File: src/rtl/multicycle_main_control.sv
`default_nettype none
// ============================================================================
// Module   : multicycle_main_control
// Purpose  : Main control FSM for the multi-cycle RV32I core; optional
//            memory wait-state support is enabled with MEM_WAIT_EN.
// Revision : 1.0 - initial release
// ============================================================================
module multicycle_main_control #(
    parameter int CNT_W = 32
) (
    input  logic             clk,
    input  logic             reset,
    input  logic [6:0]       opcode,
    input  logic             zero,
    input  logic             mem_ready,
    output logic             mem_req,
    output logic             MemRead,
    output logic             MemWrite,
    output logic             IorD,
    output logic             IRWrite,
    output logic             PCWrite,
    output logic             PCSource,
    output logic             ALUSrcA,
    output logic [1:0]       ALUSrcB,
    output logic [1:0]       ALUop,
    output logic             RegWrite,
    output logic             MemtoReg,
    output logic             illegal,
    output logic [CNT_W-1:0] instret
);

    localparam logic [6:0]       c_OP_R     = 7'b0110011;
    localparam logic [6:0]       c_OP_LOAD  = 7'b0000011;
    localparam logic [6:0]       c_OP_STORE = 7'b0100011;
    localparam logic [6:0]       c_OP_BEQ   = 7'b1100011;
    localparam logic [CNT_W-1:0] c_ONE      = {{(CNT_W-1){1'b0}}, 1'b1};

    typedef enum logic [3:0] {
        S_FETCH  = 4'd0,
        S_DECODE = 4'd1,
        S_MEMADR = 4'd2,
        S_MEMRD  = 4'd3,
        S_MEMWB  = 4'd4,
        S_MEMWR  = 4'd5,
        S_EXEC   = 4'd6,
        S_ALUWB  = 4'd7,
        S_BRANCH = 4'd8,
        S_HALT   = 4'd9
    } state_t;

    state_t           r_state;
    state_t           w_next;
    logic             w_retire;
    logic             w_ready;
    logic             r_illegal;
    logic [CNT_W-1:0] r_instret;

`ifdef MEM_WAIT_EN
    assign w_ready = mem_ready;
`else
    // Without wait-state support every memory access completes in one cycle.
    logic w_unused_mem_ready;
    assign w_ready            = 1'b1;
    assign w_unused_mem_ready = mem_ready;
`endif

    always_ff @(posedge clk) begin
        if (reset) begin
            r_state   <= S_FETCH;
            r_instret <= '0;
            r_illegal <= 1'b0;
        end else begin
            r_state <= w_next;
            if (w_retire) begin
                r_instret <= r_instret + c_ONE;
            end
            if (w_next == S_HALT) begin
                r_illegal <= 1'b1;
            end
        end
    end

    assign instret = reset ? '0 : r_instret;

    always_comb begin
        w_next   = r_state;
        w_retire = 1'b0;
        mem_req  = 1'b0;
        MemRead  = 1'b0;
        MemWrite = 1'b0;
        IorD     = 1'b0;
        IRWrite  = 1'b0;
        PCWrite  = 1'b0;
        PCSource = 1'b0;
        ALUSrcA  = 1'b0;
        ALUSrcB  = 2'b00;
        ALUop    = 2'b00;
        RegWrite = 1'b0;
        MemtoReg = 1'b0;
        illegal  = 1'b0;

        // Reset silences every strobe, even before the state register settles.
        if (!reset) begin
            illegal = r_illegal;
            unique case (r_state)
                S_FETCH: begin
                    mem_req = 1'b1;
                    MemRead = 1'b1;
                    ALUSrcB = 2'b01;
                    IRWrite = w_ready;
                    PCWrite = w_ready;
                    if (w_ready) begin
                        w_next = S_DECODE;
                    end
                end
                S_DECODE: begin
                    ALUSrcB = 2'b11;
                    case (opcode)
                        c_OP_R:                 w_next = S_EXEC;
                        c_OP_LOAD, c_OP_STORE:  w_next = S_MEMADR;
                        c_OP_BEQ:               w_next = S_BRANCH;
                        default:                w_next = S_HALT;
                    endcase
                end
                S_MEMADR: begin
                    ALUSrcA = 1'b1;
                    ALUSrcB = 2'b10;
                    case (opcode)
                        c_OP_LOAD:  w_next = S_MEMRD;
                        c_OP_STORE: w_next = S_MEMWR;
                        default:    w_next = S_HALT;
                    endcase
                end
                S_MEMRD: begin
                    mem_req = 1'b1;
                    MemRead = 1'b1;
                    IorD    = 1'b1;
                    if (w_ready) begin
                        w_next = S_MEMWB;
                    end
                end
                S_MEMWB: begin
                    RegWrite = 1'b1;
                    MemtoReg = 1'b1;
                    w_retire = 1'b1;
                    w_next   = S_FETCH;
                end
                S_MEMWR: begin
                    mem_req  = 1'b1;
                    MemWrite = 1'b1;
                    IorD     = 1'b1;
                    if (w_ready) begin
                        w_retire = 1'b1;
                        w_next   = S_FETCH;
                    end
                end
                S_EXEC: begin
                    ALUSrcA = 1'b1;
                    ALUop   = 2'b10;
                    w_next  = S_ALUWB;
                end
                S_ALUWB: begin
                    RegWrite = 1'b1;
                    w_retire = 1'b1;
                    w_next   = S_FETCH;
                end
                S_BRANCH: begin
                    ALUSrcA  = 1'b1;
                    ALUop    = 2'b01;
                    PCSource = 1'b1;
                    PCWrite  = zero;
                    w_retire = 1'b1;
                    w_next   = S_FETCH;
                end
                S_HALT: begin
                    w_next = S_HALT;
                end
                default: begin
                    w_next = S_FETCH;
                end
            endcase
        end
    end

endmodule
`default_nettype wire

File: config.mk
export PLATFORM = sky130hd
export DESIGN_NAME = multicycle_main_control
export DESIGN_NICKNAME = d
export VERILOG_FILES = /design/src/rtl/multicycle_main_control.sv
export SDC_FILE = /design/constraint.sdc
export NUM_CORES = 1
export LEC_CHECK = 0
export BUFFER_PORTS_ARGS = -buffer_cell sky130_fd_sc_hd__buf_2
export CORE_MARGIN = 5
export CORE_UTILIZATION = 55
export CTS_BUF_LIST = sky130_fd_sc_hd__clkbuf_8
export DETAILED_ROUTE_END_ITERATION = 8
export PLACE_DENSITY = 0.94
export SETUP_SLACK_MARGIN = 0.4
export SLEW_MARGIN = 5
export SYNTH_ARGS = -nofsm -noshare
export SYNTH_HDL_FRONTEND = slang
export SYNTH_SLANG_ARGS = --single-unit
File: constraint.sdc
create_clock -name clk -period 2.4 [get_ports clk]
set_input_delay 0.24 -clock clk [delete_from_list [all_inputs] [get_ports clk]]
set_output_delay 0.24 -clock clk [all_outputs]
set_load 0.02 [all_outputs]
Word-level counts from Yosys, hierarchy flattened
Cells that the tools add are included.
Widths: inputs -> output; s select.
{ "classes": {"addsub": 1, "n_eq_ne": 14, "n_mux": 32, "reduce_logical": 8} }
{ "op_table": {"columns": ["cell", "n"], "rows": [
  ["$add 32x1->32 const B", 1],
  ["$mux 32", 1],
  ["$pmux 4 s6", 1],
  ["$mux 1", 22],
  ["$eq 4x3->1 const B", 4],
  ["$eq 7x6->1 const B", 2],
  ["$eq 4x4->1 const B", 3],
  ["$pmux 4 s3", 1],
  ["$eq 4x2->1 const B", 2],
  ["$pmux 4 s2", 1],
  ["$reduce_or 2->1", 4],
  ["$eq 7x2->1 const B", 1],
  ["$eq 7x7->1 const B", 1],
  ["$pmux 2 s3", 1],
  ["$reduce_or 3->1", 2],
  ["$eq 4x1->1 const B", 1],
  ["$logic_not 4->1", 1],
  ["$mux 2", 2],
  ["$mux 4", 1],
  ["$pmux 2 s2", 1],
  ["$reduce_or 4->1", 1],
  ["$pmux 1 s2", 1]
]} }
{ "word_totals": {"ff_bits": 37, "output_inout_bits": 47, "word_cells": 58} }

Depth between registers and ports, before layout
Gate-level depths: netlist (run 1).
{ "depth": {"ltp_word": 6, "depth_mapped": 7} }

Worst setup path before layout (run 1)
No wires, ideal clock.
{ "synth_path": {"path_kind": "reg2out", "startpoint": "register r_state[0]", "endpoint": "output mem_req", "arrival_ns": 1.896, "required_ns": 2.160, "slack_ns": 0.264, "stages_incl_launch_ff": 6, "path_buffers": 2, "path_cell_list": "dfxtp_1 -> buf_4 -> or2_2 -> clkbuf_1 -> nor4_1 -> or2_2"} }
{ "synth_via": {"elab_chain_len": 4} }
{ "synth_rtl": {"columns": ["item", "line_no", "rtl"], "rows": [
  ["start, declared", "51", "state_t r_state;"],
  ["start signal, assigned", "73", "r_state <= w_next;"],
  ["$eq 4x3->1, or another cell as far along", "105", "unique case (r_state)"],
  ["$reduce_or 3->1 (no source line) (*)", null, null],
  ["$mux 1 (*)", "105", null],
  ["$mux 1 (*)", "103", "if (!reset) begin"],
  ["end, declared", "16", "output logic mem_req,"]
]} }
Mark *: on every way between the ends. The rest lies on a longest branch, timed or not.

Worst setup path after layout (run 1)
{ "layout_path": {"startpoint": "register r_state[0]", "endpoint": "register r_instret[31]"} }
{ "layout_via": {"elab_chain_len": 4} }
{ "layout_rtl": {"columns": ["item", "line_no", "rtl"], "rows": [
  ["$eq 4x3->1 or $eq 4x4->1 (tied branches)", "105", null],
  ["$reduce_or 4->1 (no source line) (*)", null, null],
  ["$mux 1 (*)", null, null],
  ["$mux 1 (*)", "103", null],
  ["end signal, assigned", "75", "r_instret <= r_instret + c_ONE;"],
  ["end, declared", "56", "logic [CNT_W-1:0] r_instret;"]
]} }
Marks and branches as above.
A chain may end at the register's enable or synchronous reset.

==> run_results.csv, run 1 <==
group,metric,value,unit
status,outcome,"finished, final reports clean",
clock_tree,cts.reportedPaths.clkPinSlew,0.07,ns
sta,finalMaxSlewViolations,0,
sta,slew_headroom,65.3,%
sta,fin_tns_setup,0,ns
sta,tightestPinTransition,0.516,ns
global_route,grt-ovfl-total,0,
floorplanning,rows,23,
cells_and_area,synthToLayoutAreaGrowth,19.9,%
cells_and_area,layout-drive-gt1-share,24.6,%
worst_setup_path,cp-end-kind,"flop",
clock_tree,clk_latency,0.28,ns
worst_setup_path,crit_start,"r_state[0]",
power_and_ir_drop,pwr-share-seq,48.8,%
drt,wirelength,5000,µm
sta,fin_crit_sh,77.8,%
power_and_ir_drop,p_per_area,484,nW/µm²
synth,synth_seq_cells,37,
worst_setup_path,startpoint_type,"flop",
sta,fin_worst_skew,0.00643,ns
drt,ant_nets,0,
worst_setup_path,arrival,2.09,ns
floorplanning,die_y,73.4,µm
floorplanning,ios,58,
power_and_ir_drop,power.switching,0.288,mW
placed_design,dpl.hpwl,3610,µm
drt,drc,0,
power_and_ir_drop,leakagePower,1.12,nW
worst_hold_path,hold_class,"primary input to flop",
sta,rsz0062_at_grt,"no",
power_and_ir_drop,total_power,1.28,mW
cells_and_area,fill_cells,332,
drt,firstDrtPassIters,4,
drt,vias,2158,
floorplanning,initial_utilization,56.1,%
floorplanning,die_area,5390,µm²
cells_and_area,nets,353,
global_route,grt_max_degree,47,
sta,holdWs,0.293,ns
power_and_ir_drop,p_comb_share,8.5,%
worst_setup_path,r2r-start,"r_state[0]",
cells_and_area,diodes,0,
drt,avgRoutedWirePerCell,12.8,µm
synth,yosys_warnings,0,
global_route,grt_pass1_wl,8470,µm
sta,min_period,1.87,ns
floorplanning,core,3940,µm²
synth,ys_seq_area_share,33.5,%
global_route,grt_usage,19.5,%
synth,avgSynthCellArea,7.68,µm²
synth,synth.lib_cells_used.distinct,48,
clock_tree,clock_path_buffers,2,
placed_design,place_congestion,0.879,
sta,hold_viol,0,
clock_tree,cts_tree,"built",
flow_run,cap_violations,0,
synth,netlist_instances,288,
synth,yosysTopAreaCellShare,33.5,%
drt,routed_via_density,5.51,
synth,yosysTopAreaCell,"dfxtp_1",
synth,synth_flop_cell,"dfxtp_1",
power_and_ir_drop,switching_share,22.4,%
power_and_ir_drop,p_clk_share,42.7,%
synth,ys_top_cells_by_area,"dfxtp_1, nor2b_1, nor2_1",
synth,syn_area,2210,µm²
clock_tree,cts_htree_levels,2,
worst_setup_path,worstPathRequired,2.62,ns
power_and_ir_drop,peakVddDrop,0.308,mV
drt,initialDrtViolationCount,138,
clock_tree,cts_buffers,5,
clock_tree,cts_root_buffer,"clkbuf_8",
sta,fmax,0.536,GHz
global_route,grt_pass1_vias,2012,
synth,synth-edff-count,0,
power_and_ir_drop,internal-power,0.996,mW
cells_and_area,fin_cells,392,
synth,synthArstFlopShare,0,%
worst_setup_path,rrSetupSlack,0.53,ns
global_route,grt_antenna_before_repair,0,
worst_setup_path,endpoint,"r_instret[31]",
worst_setup_path,r2r_end,"r_instret[31]",
worst_setup_path,cp_max_fo,14,
placed_design,dp_cells,382,
worst_setup_path,reg2reg_depth,5,
clock_tree,cts.sinks,37,
floorplanning,die_x,73.4,µm
placed_design,portBuffers,56,
synth,syn_nets,300,
sta,setup_viol,0,
worst_setup_path,criticalPathCategory,"flop to flop",
-- layer usage --
metal  part of all wire (%)  GRT usage [%]  vias up
met5                      0              0        -
met2                     52           35.7       63
met4                    1.5           7.65        0
met1                     41           21.9      987
li1                       -              -     1100
met3                    5.2           3.97        8
-- power by group through the flow --
stage	clock network, mW	logic (mW)	registers (mW)
2_1_floorplan	0	0.0842	0.636
3_3_place_gp	0	0.106	0.640
3_5_place_dp	0	0.108	0.640
4_1_cts	0.559	0.109	0.626
5_1_grt	0.586	0.121	0.627
6_report	0.549	0.109	0.626
-- layout by cell type, fill, tap and decap left out, types with 3 or more instances in the layout --
master and instances:
o21ai_0 17, dfxtp_1 37, or3_1 12, nor4_1 4, nor3_1 10, and3_1 5, clkbuf_8 6, inv_1 12
and2_1 3, nand2_1 20, xnor2_1 13, nor2_1 36, buf_4 6, and4_1 4, nor2b_1 29, buf_2 56
nand3_1 10, a21o_1 5, a21oi_1 19
-- metrics by stage --
| step | cell area, µm² | worst slack [ns] | util, % |
|---|---|---|---|
| finish | 2650 | 0.533 | 67.2 |
| global route | 2650 | 0.422 | 67.2 |
| CTS | 2630 | 0.402 | 66.7 |
| detailed placement | 2510 | 0.416 | 63.8 |
| global placement | 2510 | 0.479 | 63.8 |
| floorplan | 2220 | 0.571 | - |
-- cells by family (layout without fill, tap and decap cells) --
| family | Yosys count | in the layout | synth area share, % |
|---|---|---|---|
| simple gates | 152 | 152 | 38.6 |
| compound gates | 52 | 52 | 14.2 |
| flops | 37 | 37 | 33.5 |
| buf+inv | 27 | 81 | 5.32 |
| xor+xnor | 15 | 15 | 5.94 |
| mux | 3 | 3 | 1.47 |
| fa+ha+maj | 2 | 2 | 1.02 |
-- flip-flops by register name, summed over array words and instances, names as in the netlist --
register and flops:
r_instret 32, r_state 4, r_illegal 1
-- how the worst min path moves through the flow --
stage / from / end / depth (start not counted)
5_1_grt: opcode[4] / r_state[3] / 3
3_3_place_gp: r_instret[31] / r_instret[31] / 2
4_1_cts: opcode[5] / r_state[2] / 3
3_5_place_dp: r_instret[31] / r_instret[31] / 2
6_report: opcode[4] / r_state[3] / 3
2_1_floorplan: opcode[4] / r_state[3] / 2
-- final cells by class --
type                       instances  area [µm²]  area share, %
multi-input combinational        224        1370           51.5
tap                               50        62.6           2.36
sequential                        37         741           27.9
clock buffer                       6        82.6           3.11
timing repair buffer              62         325           12.3
inverter                          11        41.3           1.56
clock inverter                     2        33.8           1.27
-- Yosys cell counts (all sizes together), types with 2 or more instances --
cell / count
nor3: 10
nand2b: 3
nand3: 10
mux2: 2
a21oi: 19
a21o: 5
nor2: 36
or4: 2
buf: 5
o211ai: 2
nand4: 4
nor4: 6
clkbuf: 11
inv: 11
or2: 2
nor2b: 30
nand2: 20
o21ai: 17
and4: 4
xor2: 2
dfxtp: 37
or3: 12
and2: 3
and3: 6
xnor2: 13
-- critical path, cell delays in order, from the launching register on --
cell and delay, ns:
dfxtp_1 0.53, nand2b_2 0.28, o211a_4 0.22, nand4_4 0.19, or4_1 0.45, a21oi_1 0.14
-- what timing repair did --
item	in CTS	in global routing
setup buffers	0	2
setup endpoints to repair	0	16
hold buffers	0	0
resized for setup	0	2
(Power assumes the default switching activity.)
==> inputs of run 2 (changes only) <==
ABC_AREA = 1   (was default)
PLACE_DENSITY = 0.92   (was 0.94)
clock period = 1.75 ns   (was 2.4 ns; I/O delays follow)
==> run 2 against run 1 <==
Against the previous run:
- the flow now finishes with violations (design-rule violations, negative setup slack)
- sequential share of layout area is 8.8 points lower
- fmax is 2.6% higher
- largest cell class unchanged
- count of clock-buffer cells in the layout stayed put
- highest routed layer unchanged
==> run_results.csv, run 2 <==
group,metric,value,unit
synth,avgSynthCellArea,5.57,µm²
power_and_ir_drop,internal-power,1.41,mW
placed_design,dpl.hpwl,5380,µm
cells_and_area,nets,578,
drt,top_layer_used,"met4",
worst_setup_path,cpMaxStageDelayCell,"dfxtp_4",
worst_setup_path,crit_path_max_incr_delay,0.42,ns
sta,fin_crit_sh,104,%
status,failed_checks,"design-rule violations, negative setup slack",
sta,fin_worst_skew,0.00865,ns
synth,synth_flop_cell,"dfxtp_1",
synth,ys_top_cells_by_area,"dfxtp_1, nand2_1, nor2_1",
power_and_ir_drop,peakVddDrop,0.461,mV
sta,tightestPinTransition,0.506,ns
cells_and_area,top_register,"r_instret",
floorplanning,ios,58,
power_and_ir_drop,pwr-share-seq,41.5,%
drt,ant_nets,0,
synth,syn_nets,487,
sta,min_period,1.82,ns
cells_and_area,layout-drive-gt1-share,45.6,%
drt,avgRoutedWirePerCell,22.2,µm
cells_and_area,multi_input_area,2160,µm²
cells_and_area,fin_cells,620,
drt,firstDrtPassIters,9,
cells_and_area,final_util,89.9,%
clock_tree,cts_tree,"built",
placed_design,portBuffers,56,
cells_and_area,top_regs,"r_instret (32), r_state (4), r_illegal (1)",
worst_setup_path,arrival,1.98,ns
cells_and_area,diodes,0,
drt,wirelength,13800,µm
synth,synthArstFlopShare,0,%
synth,ys_seq_area_share,28.0,%
worst_hold_path,hold_class,"primary input to flop",
sta,setup_viol,1,
worst_setup_path,cp-end-kind,"flop",
drt,vias,4015,
synth,synth.lib_cells_used.distinct,24,
cells_and_area,final_common_cell,"nand2_1",
global_route,grt_pass1_wl,16500,µm
synth,synth_top_cells_by_count,"nand2_1, nor2_1, inv_1",
synth,yosys_warnings,0,
global_route,grt_antenna_before_repair,0,
cells_and_area,final-seq-area,808,µm²
power_and_ir_drop,leakagePower,1.88,nW
sta,slew_headroom,66.3,%
global_route,grt_usage,33.5,%
sta,fin_tns_setup,-0.0699,ns
worst_setup_path,cp_common_cell,"buf_6",
cells_and_area,largest_reg_flops,32,
power_and_ir_drop,switching_share,33.3,%
synth,syn_area,2640,µm²
worst_setup_path,worstPathRequired,1.91,ns
drt,wl_met3,1850,µm
clock_tree,clock_path_buffers,2,
drt,initialDrtViolationCount,927,
sta,rsz0062_at_grt,"yes",
worst_setup_path,worstPathBufferInverterCount,4,
drt,met1_length,4500,µm
flow_run,cap_violations,0,
global_route,grt_max_degree,40,
power_and_ir_drop,p_per_area,501,nW/µm²
synth,synth-edff-count,0,
clock_tree,cts.sinks,37,
worst_setup_path,crit_chain,"inv_2 > nor2_4 > o21ai_4 > buf_6 > buf_6 > buf_6 > a21oi_1 > nor3_1",
floorplanning,die_y,79.3,µm
clock_tree,clk_latency,0.30,ns
global_route,grt_pass1_vias,3540,
sta,fmax,0.549,GHz
placed_design,dp_cells,578,
floorplanning,rows,25,
floorplanning,die_x,79.3,µm
sta,finalMaxSlewViolations,0,
worst_setup_path,critPathTopFamily,"compound AO/OA/AOI/OAI gates",
power_and_ir_drop,power.switching,0.702,mW
worst_setup_path,startpoint_type,"flop",
power_and_ir_drop,total_power,2.11,mW
placed_design,place_congestion,0.947,
power_and_ir_drop,p_comb_share,28.8,%
power_and_ir_drop,p_clk_share,29.7,%
cells_and_area,final_cell_mix,"nand2_1, nor2_1, inv_1",
synth,yosysTopAreaCellShare,28.0,%
cells_and_area,final_cell_area,4220,µm²
drt,wl_met2,6020,µm
clock_tree,cts_root_buffer,"clkbuf_8",
floorplanning,core,4690,µm²
clock_tree,cts_htree_levels,2,
floorplanning,initial_utilization,56.3,%
status,outcome,"finished with violations",
clock_tree,cts_buffers,5,
clock_tree,cts.reportedPaths.clkPinSlew,0.08,ns
worst_setup_path,cp_max_fo,5,
global_route,grt-ovfl-total,0,
synth,netlist_instances,475,
floorplanning,die_area,6290,µm²
drt,drc,13,
worst_setup_path,criticalPathCategory,"flop to flop",
drt,routed_via_density,6.48,
synth,synthMostInstantiatedCell,"nand2_1",
synth,synth_seq_cells,37,
placed_design,dpl_cell_area,3000,µm²
cells_and_area,synthToLayoutAreaGrowth,59.5,%
synth,yosysTopAreaCell,"dfxtp_1",
sta,worst_slack,-0.0699,ns
sta,hold_viol,0,
cells_and_area,fill_cells,179,
[run 2: path summary, 6_finish.rpt]
path	slack, ns	start	depth (start not counted)	end
hold / removal	0.33	opcode[4]	6	r_state[1]
hold reg to reg	0.48	r_instret[31]	2	r_instret[31]
setup / recovery	-0.07	r_state[1]	8	r_instret[3]
setup reg to reg	-0.07	r_state[1]	8	r_instret[3]
[run 2: cell families (layout without fill, tap and decap cells)]
group           after synthesis  count (layout)  share of synthesized area (%)
simple gates                302             302                           46.1
buf+inv                      77             168                           11.7
compound gates               42              42                           8.42
flops                        37              37                           28.0
xor+xnor                     16              16                           5.30
fa+ha+maj                     1               1                          0.473
[run 2: routing by layer]
layer | track usage (%) | vias to the layer above
li1 | - | 1629
met1 | 34.9 | 1752
met2 | 59.0 | 447
met3 | 8.05 | 187
met4 | 23.2 | 0
met5 | 0 | -
[run 2: power groups by stage]
| stage | clock [mW] | combinational (mW) | sequential [mW] |
|---|---|---|---|
| final | 0.628 | 0.608 | 0.875 |
| after global routing | 0.673 | 0.633 | 0.874 |
| after CTS | 0.613 | 0.441 | 0.876 |
| after detailed placement | 0 | 0.261 | 0.892 |
| after global placement | 0 | 0.254 | 0.891 |
| after floorplan | 0 | 0.190 | 0.888 |
[run 2: layout make-up]
type,count,area share [%]
clock inverter,1,0.0890
inverter,64,6.20
sequential,37,19.2
timing repair buffer,97,19.9
multi-input combinational,361,51.1
clock buffer,6,1.96
tap,54,1.60
[run 2: worst reg2reg max path, stage by stage, from the launching register on]
cell	delay, ns
dfxtp_4	0.42
inv_2	0.09
nor2_4	0.16
o21ai_4	0.11
buf_6	0.13
buf_6	0.12
buf_6	0.12
a21oi_1	0.40
nor3_1	0.14
[run 2: repair_timing]
item,CTS,global route
pin swaps,21,38
endpoints found under the hold margin,0,0
hold buffers,0,0
gates cloned,4,0
resized for setup,117,138
setup endpoints to repair,56,60
setup buffers,22,9
[run 2: through the flow]
step                      hold slack, ns  setup slack [ns]
after detailed placement           0.438             0.208
final                              0.326           -0.0699
after global placement             0.440             0.270
after global routing               0.358            -0.100
after floorplan                    0.421             0.402
after CTS                          0.303             0.231
